$ cat src/rtl/mem_req_pkg.sv
// Shared types and default widths for the data-memory requester.
//   mem_req_state_t : requester FSM states
//   MEM_ADDR_W / MEM_DATA_W / MEM_LEN_W : default memory and burst widths
//   STAT_W : width of the optional beat statistics counters
package mem_req_pkg;

  typedef enum logic [2:0] {
    IDLE,
    WRITE,
    RD_ISSUE,
    RD_WAIT,
    RESP
  } mem_req_state_t;

  localparam int MEM_ADDR_W = 8;
  localparam int MEM_DATA_W = 32;
  localparam int MEM_LEN_W  = 4;
  localparam int STAT_W     = 16;

endpackage

$ cat src/rtl/mem_req_stats.sv
// Saturating beat counters for the data-memory requester.
// Ports:
//   clk_i, rst_i       : clock, asynchronous active-high reset
//   rd_inc_i, wr_inc_i : one-cycle increment strobes
//   rd_cnt_o, wr_cnt_o : counter values, stick at all-ones
module mem_req_stats
  import mem_req_pkg::*;
#(
  parameter int W = STAT_W
) (
  input  logic         clk_i,
  input  logic         rst_i,
  input  logic         rd_inc_i,
  input  logic         wr_inc_i,
  output logic [W-1:0] rd_cnt_o,
  output logic [W-1:0] wr_cnt_o
);

  logic [W-1:0] rd_cnt_q, rd_cnt_d;
  logic [W-1:0] wr_cnt_q, wr_cnt_d;

  function automatic logic [W-1:0] sat_inc(input logic [W-1:0] v, input logic inc);
    return (inc && (v != '1)) ? v + W'(1) : v;
  endfunction

  always_comb begin
    rd_cnt_d = sat_inc(rd_cnt_q, rd_inc_i);
    wr_cnt_d = sat_inc(wr_cnt_q, wr_inc_i);
  end

  always_ff @(posedge clk_i or posedge rst_i) begin
    if (rst_i) begin
      rd_cnt_q <= '0;
      wr_cnt_q <= '0;
    end else begin
      rd_cnt_q <= rd_cnt_d;
      wr_cnt_q <= wr_cnt_d;
    end
  end

  assign rd_cnt_o = rd_cnt_q;
  assign wr_cnt_o = wr_cnt_q;

endmodule

$ cat src/rtl/mem_requester.sv
// Initiator front-end for the 256x32 synchronous data memory. Turns a
// valid/ready request stream into memory strobes and returns registered
// read data on a valid/ready response channel. Supports read bursts and
// write fill bursts (one word to consecutive addresses), addresses wrap.
// Ports:
//   clk, rst (async, active-high)
//   req_valid/req_ready/req_write/req_addr/req_wdata/req_len : request
//   rsp_valid/rsp_ready/rsp_rdata/rsp_last                   : read response
//   wr_done                                                  : fill finished pulse
//   mem_en/mem_wen/mem_addr/mem_wdata/mem_rdata              : memory side
//   stat_rd_cnt/stat_wr_cnt                                  : beat statistics
// Build option: define MEM_REQUESTER_STATS_EN to generate the statistics
// counters; otherwise the stat ports are tied to zero.
module mem_requester
  import mem_req_pkg::*;
#(
  parameter int ADDR_W = MEM_ADDR_W,
  parameter int DATA_W = MEM_DATA_W,
  parameter int LEN_W  = MEM_LEN_W
) (
  input  logic              clk,
  input  logic              rst,
  input  logic              req_valid,
  output logic              req_ready,
  input  logic              req_write,
  input  logic [ADDR_W-1:0] req_addr,
  input  logic [DATA_W-1:0] req_wdata,
  input  logic [LEN_W-1:0]  req_len,
  output logic              rsp_valid,
  input  logic              rsp_ready,
  output logic [DATA_W-1:0] rsp_rdata,
  output logic              rsp_last,
  output logic              wr_done,
  output logic              mem_en,
  output logic              mem_wen,
  output logic [ADDR_W-1:0] mem_addr,
  output logic [DATA_W-1:0] mem_wdata,
  input  logic [DATA_W-1:0] mem_rdata,
  output logic [STAT_W-1:0] stat_rd_cnt,
  output logic [STAT_W-1:0] stat_wr_cnt
);

  mem_req_state_t    state_q, state_d;
  logic [ADDR_W-1:0] addr_q, addr_d;
  logic [DATA_W-1:0] wdata_q, wdata_d;
  logic [LEN_W-1:0]  cnt_q, cnt_d;
  logic              rsp_valid_q, rsp_valid_d;
  logic [DATA_W-1:0] rsp_rdata_q, rsp_rdata_d;
  logic              rsp_last_q, rsp_last_d;
  logic              wr_done_q, wr_done_d;

  always_ff @(posedge clk or posedge rst) begin
    if (rst) begin
      state_q     <= IDLE;
      addr_q      <= '0;
      wdata_q     <= '0;
      cnt_q       <= '0;
      rsp_valid_q <= 1'b0;
      rsp_rdata_q <= '0;
      rsp_last_q  <= 1'b0;
      wr_done_q   <= 1'b0;
    end else begin
      state_q     <= state_d;
      addr_q      <= addr_d;
      wdata_q     <= wdata_d;
      cnt_q       <= cnt_d;
      rsp_valid_q <= rsp_valid_d;
      rsp_rdata_q <= rsp_rdata_d;
      rsp_last_q  <= rsp_last_d;
      wr_done_q   <= wr_done_d;
    end
  end

  always_comb begin
    state_d     = state_q;
    addr_d      = addr_q;
    wdata_d     = wdata_q;
    cnt_d       = cnt_q;
    rsp_valid_d = rsp_valid_q;
    rsp_rdata_d = rsp_rdata_q;
    rsp_last_d  = rsp_last_q;
    wr_done_d   = 1'b0;
    unique case (state_q)
      IDLE: begin
        if (req_valid) begin
          addr_d  = req_addr;
          wdata_d = req_wdata;
          cnt_d   = req_len;
          state_d = req_write ? WRITE : RD_ISSUE;
        end
      end
      WRITE: begin
        if (cnt_q == '0) begin
          state_d   = IDLE;
          wr_done_d = 1'b1;
        end else begin
          addr_d = addr_q + ADDR_W'(1);
          cnt_d  = cnt_q - LEN_W'(1);
        end
      end
      RD_ISSUE: state_d = RD_WAIT;
      RD_WAIT: begin
        // The memory clears its output on this same edge, so the value seen
        // here is still the read result registered by the issue cycle.
        rsp_rdata_d = mem_rdata;
        rsp_valid_d = 1'b1;
        rsp_last_d  = (cnt_q == '0);
        state_d     = RESP;
      end
      RESP: begin
        if (rsp_ready) begin
          rsp_valid_d = 1'b0;
          if (cnt_q == '0) begin
            rsp_last_d = 1'b0;
            state_d    = IDLE;
          end else begin
            addr_d  = addr_q + ADDR_W'(1);
            cnt_d   = cnt_q - LEN_W'(1);
            state_d = RD_ISSUE;
          end
        end
      end
      default: state_d = IDLE;
    endcase
  end

  // Strobes decode straight from state so reset drops mem_en without a clock.
  assign req_ready = (state_q == IDLE);
  assign mem_en    = (state_q == WRITE) || (state_q == RD_ISSUE);
  assign mem_wen   = (state_q == WRITE);
  assign mem_addr  = addr_q;
  assign mem_wdata = wdata_q;
  assign rsp_valid = rsp_valid_q;
  assign rsp_rdata = rsp_rdata_q;
  assign rsp_last  = rsp_last_q;
  assign wr_done   = wr_done_q;

`ifdef MEM_REQUESTER_STATS_EN
  logic rd_inc, wr_inc;
  assign rd_inc = (state_q == RESP) && rsp_valid_q && rsp_ready;
  assign wr_inc = (state_q == WRITE);

  mem_req_stats #(
    .W(STAT_W)
  ) u_stats (
    .clk_i   (clk),
    .rst_i   (rst),
    .rd_inc_i(rd_inc),
    .wr_inc_i(wr_inc),
    .rd_cnt_o(stat_rd_cnt),
    .wr_cnt_o(stat_wr_cnt)
  );
`else
  assign stat_rd_cnt = '0;
  assign stat_wr_cnt = '0;
`endif

endmodule

$ cat config.mk
export PLATFORM = sky130hd
export DESIGN_NAME = mem_requester
export DESIGN_NICKNAME = d
export VERILOG_FILES = /design/src/rtl/mem_req_pkg.sv /design/src/rtl/mem_req_stats.sv /design/src/rtl/mem_requester.sv
export SDC_FILE = /design/constraint.sdc
export NUM_CORES = 1
export LEC_CHECK = 0
export ABC_AREA = 1
export BUFFER_PORTS_ARGS = -buffer_cell sky130_fd_sc_hd__buf_2
export CORE_AREA = 4 4 92 94
export CTS_BUF_LIST = sky130_fd_sc_hd__clkbuf_4 sky130_fd_sc_hd__clkbuf_8
export DETAILED_ROUTE_END_ITERATION = 8
export DIE_AREA = 0 0 96 98
export MAX_ROUTING_LAYER = met4
export PLACE_DENSITY = 0.86
export SYNTH_ARGS = -nofsm -noshare
export SYNTH_HDL_FRONTEND = slang
export SYNTH_SLANG_ARGS = --single-unit
$ cat constraint.sdc
create_clock -name clk -period 4.4 [get_ports clk]
set_input_delay 0 -clock clk [delete_from_list [all_inputs] [get_ports clk]]
set_output_delay 0 -clock clk [all_outputs]
set_load 0.05 [all_outputs]
==> metrics.md <==
| Metric | Value |
|---|---|
| Standard-cell rows | 32 |
| Min-delay worst type | input pin to flop |
| Root cell of the clock tree | sky130_fd_sc_hd__clkbuf_8 |
| Worst IR Drop VDD | 544 uV |
| Required time at the endpoint of the critical path | 4.60 ns |
| Fraction of final layout cells sized beyond drive strength 1 | 26.7% |
| Share of the yosys chip area belonging to registers | 53.5% |
| I/O pin total | 191 |
| Height of the chip | 98 um |
| CP max stage delay | 0.92 ns |
| Top library cells by usage in the layout, fill and taps aside | sky130_fd_sc_hd__nand2_1, sky130_fd_sc_hd__buf_2, sky130_fd_sc_hd__dfrtp_1 |
| Final Net Count | 790 |
| Run status | completed |
| Initial Utilization | 50.2% |
| Final hold violations | 0 |
| Fillers | 574 |
| Clk_skew | 0.00848 ns |
| CP max FO | 36 |
| Sum of negative setup slack | 0 ns |
| Final design instance area without fill | 5530 um^2 |
| Initial antenna violation count | 0 |
| Placed standard-cell area | 4540 um^2 |
| Wire length on met3 | 657 um |
| Pin count of the biggest net entering global routing | 45 |
| Tightest Pin Transition | 1.22 ns |
| # Max-Cap Violations | 0 |
| Crit path launch type | flop |
| Register-to-Register Path Depth | 8 |
| Tightest slew margin relative to the limit | 18.5% |
| Worst Setup End Kind | flop |
| Overall die width | 96 um |
| FF+latch area | 2050 um^2 |
| Vias per cell | 4.80 |
| Seq cells post-synth | 82 |
| Cell-by-cell listing of the critical path | inv_2, nand2_1, nor2_2, inv_2, o21ai_0, nand2_1, nand2_1, o21ai_1 |
| Number of instances in the placed design | 720 |
| Number of levels in the clock H-tree | 3 |
| Global-route wire length before repair | 18400 um |
| Crit path time final | 2.63 ns |
| Total setup buffers inserted after CTS | 0 |
| Maximum buffer depth of the clock tree | 2 |
| DR pass1 iterations | 4 |
| Worst flop-to-flop path startpoint | state_q[2] |
| R2R setup slack | 1.77 ns |
| Number of nets with antenna violations after routing | 0 |
| Die Outline Area | 9410 um^2 |
| Drc violations | 0 |
| Post-detailed-routing wire length | 11300 um |
| Most frequent standard cell in the layout excluding fill and tap cells | sky130_fd_sc_hd__nand2_1 |
| Detailed-route wire length on metal 1 | 4280 um |
| Detail Route met2 WL | 5800 um |
| Final worst-path cycle share | 59.8% |
| Cell with the largest stage delay on the worst path | sky130_fd_sc_hd__nor2_2 |
| Port Buffers | 158 |
| YS warnings | 0 |
| Setup repair after global routing missed its margin | no |
| Max-slew violation total from the final report | 0 |
| Overall track demand over capacity in global routing | 25.6% |
| GPL Wtd Cong | 0.840 |
| Leakage power total | 3.17 nW |
| TritonCTS Buffers | 9 |
| CP dominant cell by count | sky130_fd_sc_hd__nand2_1 |
| Detail-routed net length per standard cell | 13.8 um |
| Antenna Diode Count | 0 |
| Power density over cell area | 855 nW/um^2 |
| Final setup viols | 0 |
| First-iteration detailed-routing DRC count | 140 |
| Mapped cell area | 3840 um^2 |
| Insertion delay to the later sink of the worst-skew pair | 0.34 ns |
| Clock tree from TritonCTS | built |
| Top layer used by detailed routing | met4 |
| Path type of the worst setup path | flop to flop |
| HPWL after detailed placement | 6970 um |
| Area of the placeable core | 7650 um^2 |
| Total global routing overflow | 0 |
| Footprint of the multi-input gates | 1480 um^2 |
| Clock slew at reported path FFs | 0.08 ns |
| Post-synthesis to final-layout area growth | 44.1% |
| Total vias in the final route | 3909 |
| Via count of the first global-routing pass | 4086 |
| Capturing instance or port of the critical path | rsp_last |
| Critical Path Source | state_q[2] |
| Arrival time reported for the critical path endpoint | 2.84 ns |
| R2R Path End | rsp_last |
| Achievable clock frequency | 380 MHz |
| Number of cells produced by synthesis | 480 |
| Clk sink count | 82 |
| Mean Syn Cell Area | 7.99 um^2 |
| Netlist cell types | 26 |
| Final standard cell count with taps included and fillers excluded | 814 |
## per-layer routing
layer | track usage, % | up-vias
met3 | 4.24 | 44
met5 | - | -
met2 | 43.0 | 179
met4 | 15.0 | 0
met1 | 28.1 | 1820
li1 | - | 1866
## sequential cells by signal, indices dropped and copies added, names as in the netlist
| register | flops |
|---|---|
| cnt_q | 4 |
| rsp_valid | 1 |
| mem_addr | 8 |
| rsp_rdata | 32 |
| wr_done | 1 |
| mem_wdata | 32 |
| state_q | 3 |
| rsp_last | 1 |
## kinds of logic after synthesis
group           after synthesis  synth area share [%]
fa+ha+maj                     2                 0.652
simple gates                306                  32.1
flops                        82                  53.5
compound gates               16                  2.54
xor+xnor                      1                 0.228
other cells                   1                0.0977
buf+inv                      72                  10.9
## cell type report
cell class | instances | area share [%]
multi-input cells | 357 | 26.8
flip-flops and latches | 82 | 37.1
inverters | 20 | 1.38
clock inverters | 3 | 0.837
well taps | 102 | 2.31
clock buffers | 13 | 3.01
repair buffers | 237 | 28.6
## what timing repair did
action / in CTS / in global routing
setup endpoints to repair: 0 / 0
hold buffers: 78 / 0
hold endpoints to repair: 116 / 0
gates resized for setup: 0 / 0
## per-stage QoR
stage	hold slack (ns)	utilization, %	power (mW)	worst slack, ns
floorplan	0.117	-	3.51	2.29
global placement	0.0920	59.3	4.01	1.87
detailed placement	0.108	59.3	4.09	1.74
CTS	0.0147	72.3	4.72	1.71
global route	0.0431	72.3	5.03	1.48
finish	0.0251	72.3	4.73	1.77
## synthesized netlist by cell type
library cell / instances / share of area [%]
sky130_fd_sc_hd__ha_1: 2 / 0.65
sky130_fd_sc_hd__o21ai_1: 1 / 0.13
sky130_fd_sc_hd__nand2_2: 6 / 0.98
sky130_fd_sc_hd__inv_1: 17 / 1.7
sky130_fd_sc_hd__inv_2: 3 / 0.29
sky130_fd_sc_hd__o21bai_1: 2 / 0.39
sky130_fd_sc_hd__o21ai_0: 7 / 0.91
sky130_fd_sc_hd__a21boi_2: 1 / 0.29
sky130_fd_sc_hd__o21a_1: 1 / 0.20
sky130_fd_sc_hd__clkbuf_1: 11 / 1.1
sky130_fd_sc_hd__nand4_1: 1 / 0.16
sky130_fd_sc_hd__nand3_1: 43 / 5.6
sky130_fd_sc_hd__nor2_2: 3 / 0.49
sky130_fd_sc_hd__nor2_1: 10 / 0.98
sky130_fd_sc_hd__buf_4: 34 / 6.7
sky130_fd_sc_hd__conb_1: 1 / 0.098
sky130_fd_sc_hd__dfrtp_1: 82 / 53
sky130_fd_sc_hd__buf_6: 2 / 0.59
sky130_fd_sc_hd__a21oi_1: 2 / 0.26
sky130_fd_sc_hd__o211ai_1: 1 / 0.20
sky130_fd_sc_hd__buf_2: 5 / 0.65
sky130_fd_sc_hd__nor3_1: 1 / 0.13
sky130_fd_sc_hd__xnor2_1: 1 / 0.23
sky130_fd_sc_hd__o22ai_1: 1 / 0.16
sky130_fd_sc_hd__nand2_1: 241 / 24
sky130_fd_sc_hd__or2_2: 1 / 0.16
## power by group
group	leakage (nW)	total, mW	switching (mW)	internal [mW]
Combinational	2.05	2.78	2.16	0.623
Clock	0.107	0.573	0.264	0.309
Sequential	1.01	1.37	0.251	1.12
Total	3.17	4.73	2.67	2.05
## critical path: cells and delay by family (launching register included)
| kind | cells | cell delay [ns] |
|---|---|---|
| and+or+nand+nor | 4 | 1.13 |
| DFF | 1 | 0.44 |
| buffers and inverters | 2 | 0.66 |
| AOI/OAI and AO/OA | 2 | 0.26 |
## how the worst min path moves through the flow
stage / start / to / slack, ns / depth (start not counted)
2_1_floorplan: mem_rdata[27] / rsp_rdata[27] / 0.12 / 2
3_3_place_gp: rst / mem_wdata[7] / 0.09 / 2
3_5_place_dp: rst / mem_wdata[2] / 0.11 / 2
4_1_cts: req_write / state_q[1] / 0.01 / 3
5_1_grt: req_write / state_q[0] / 0.04 / 3
6_report: req_write / state_q[0] / 0.03 / 3
Power figures use the tool's default switching activity.
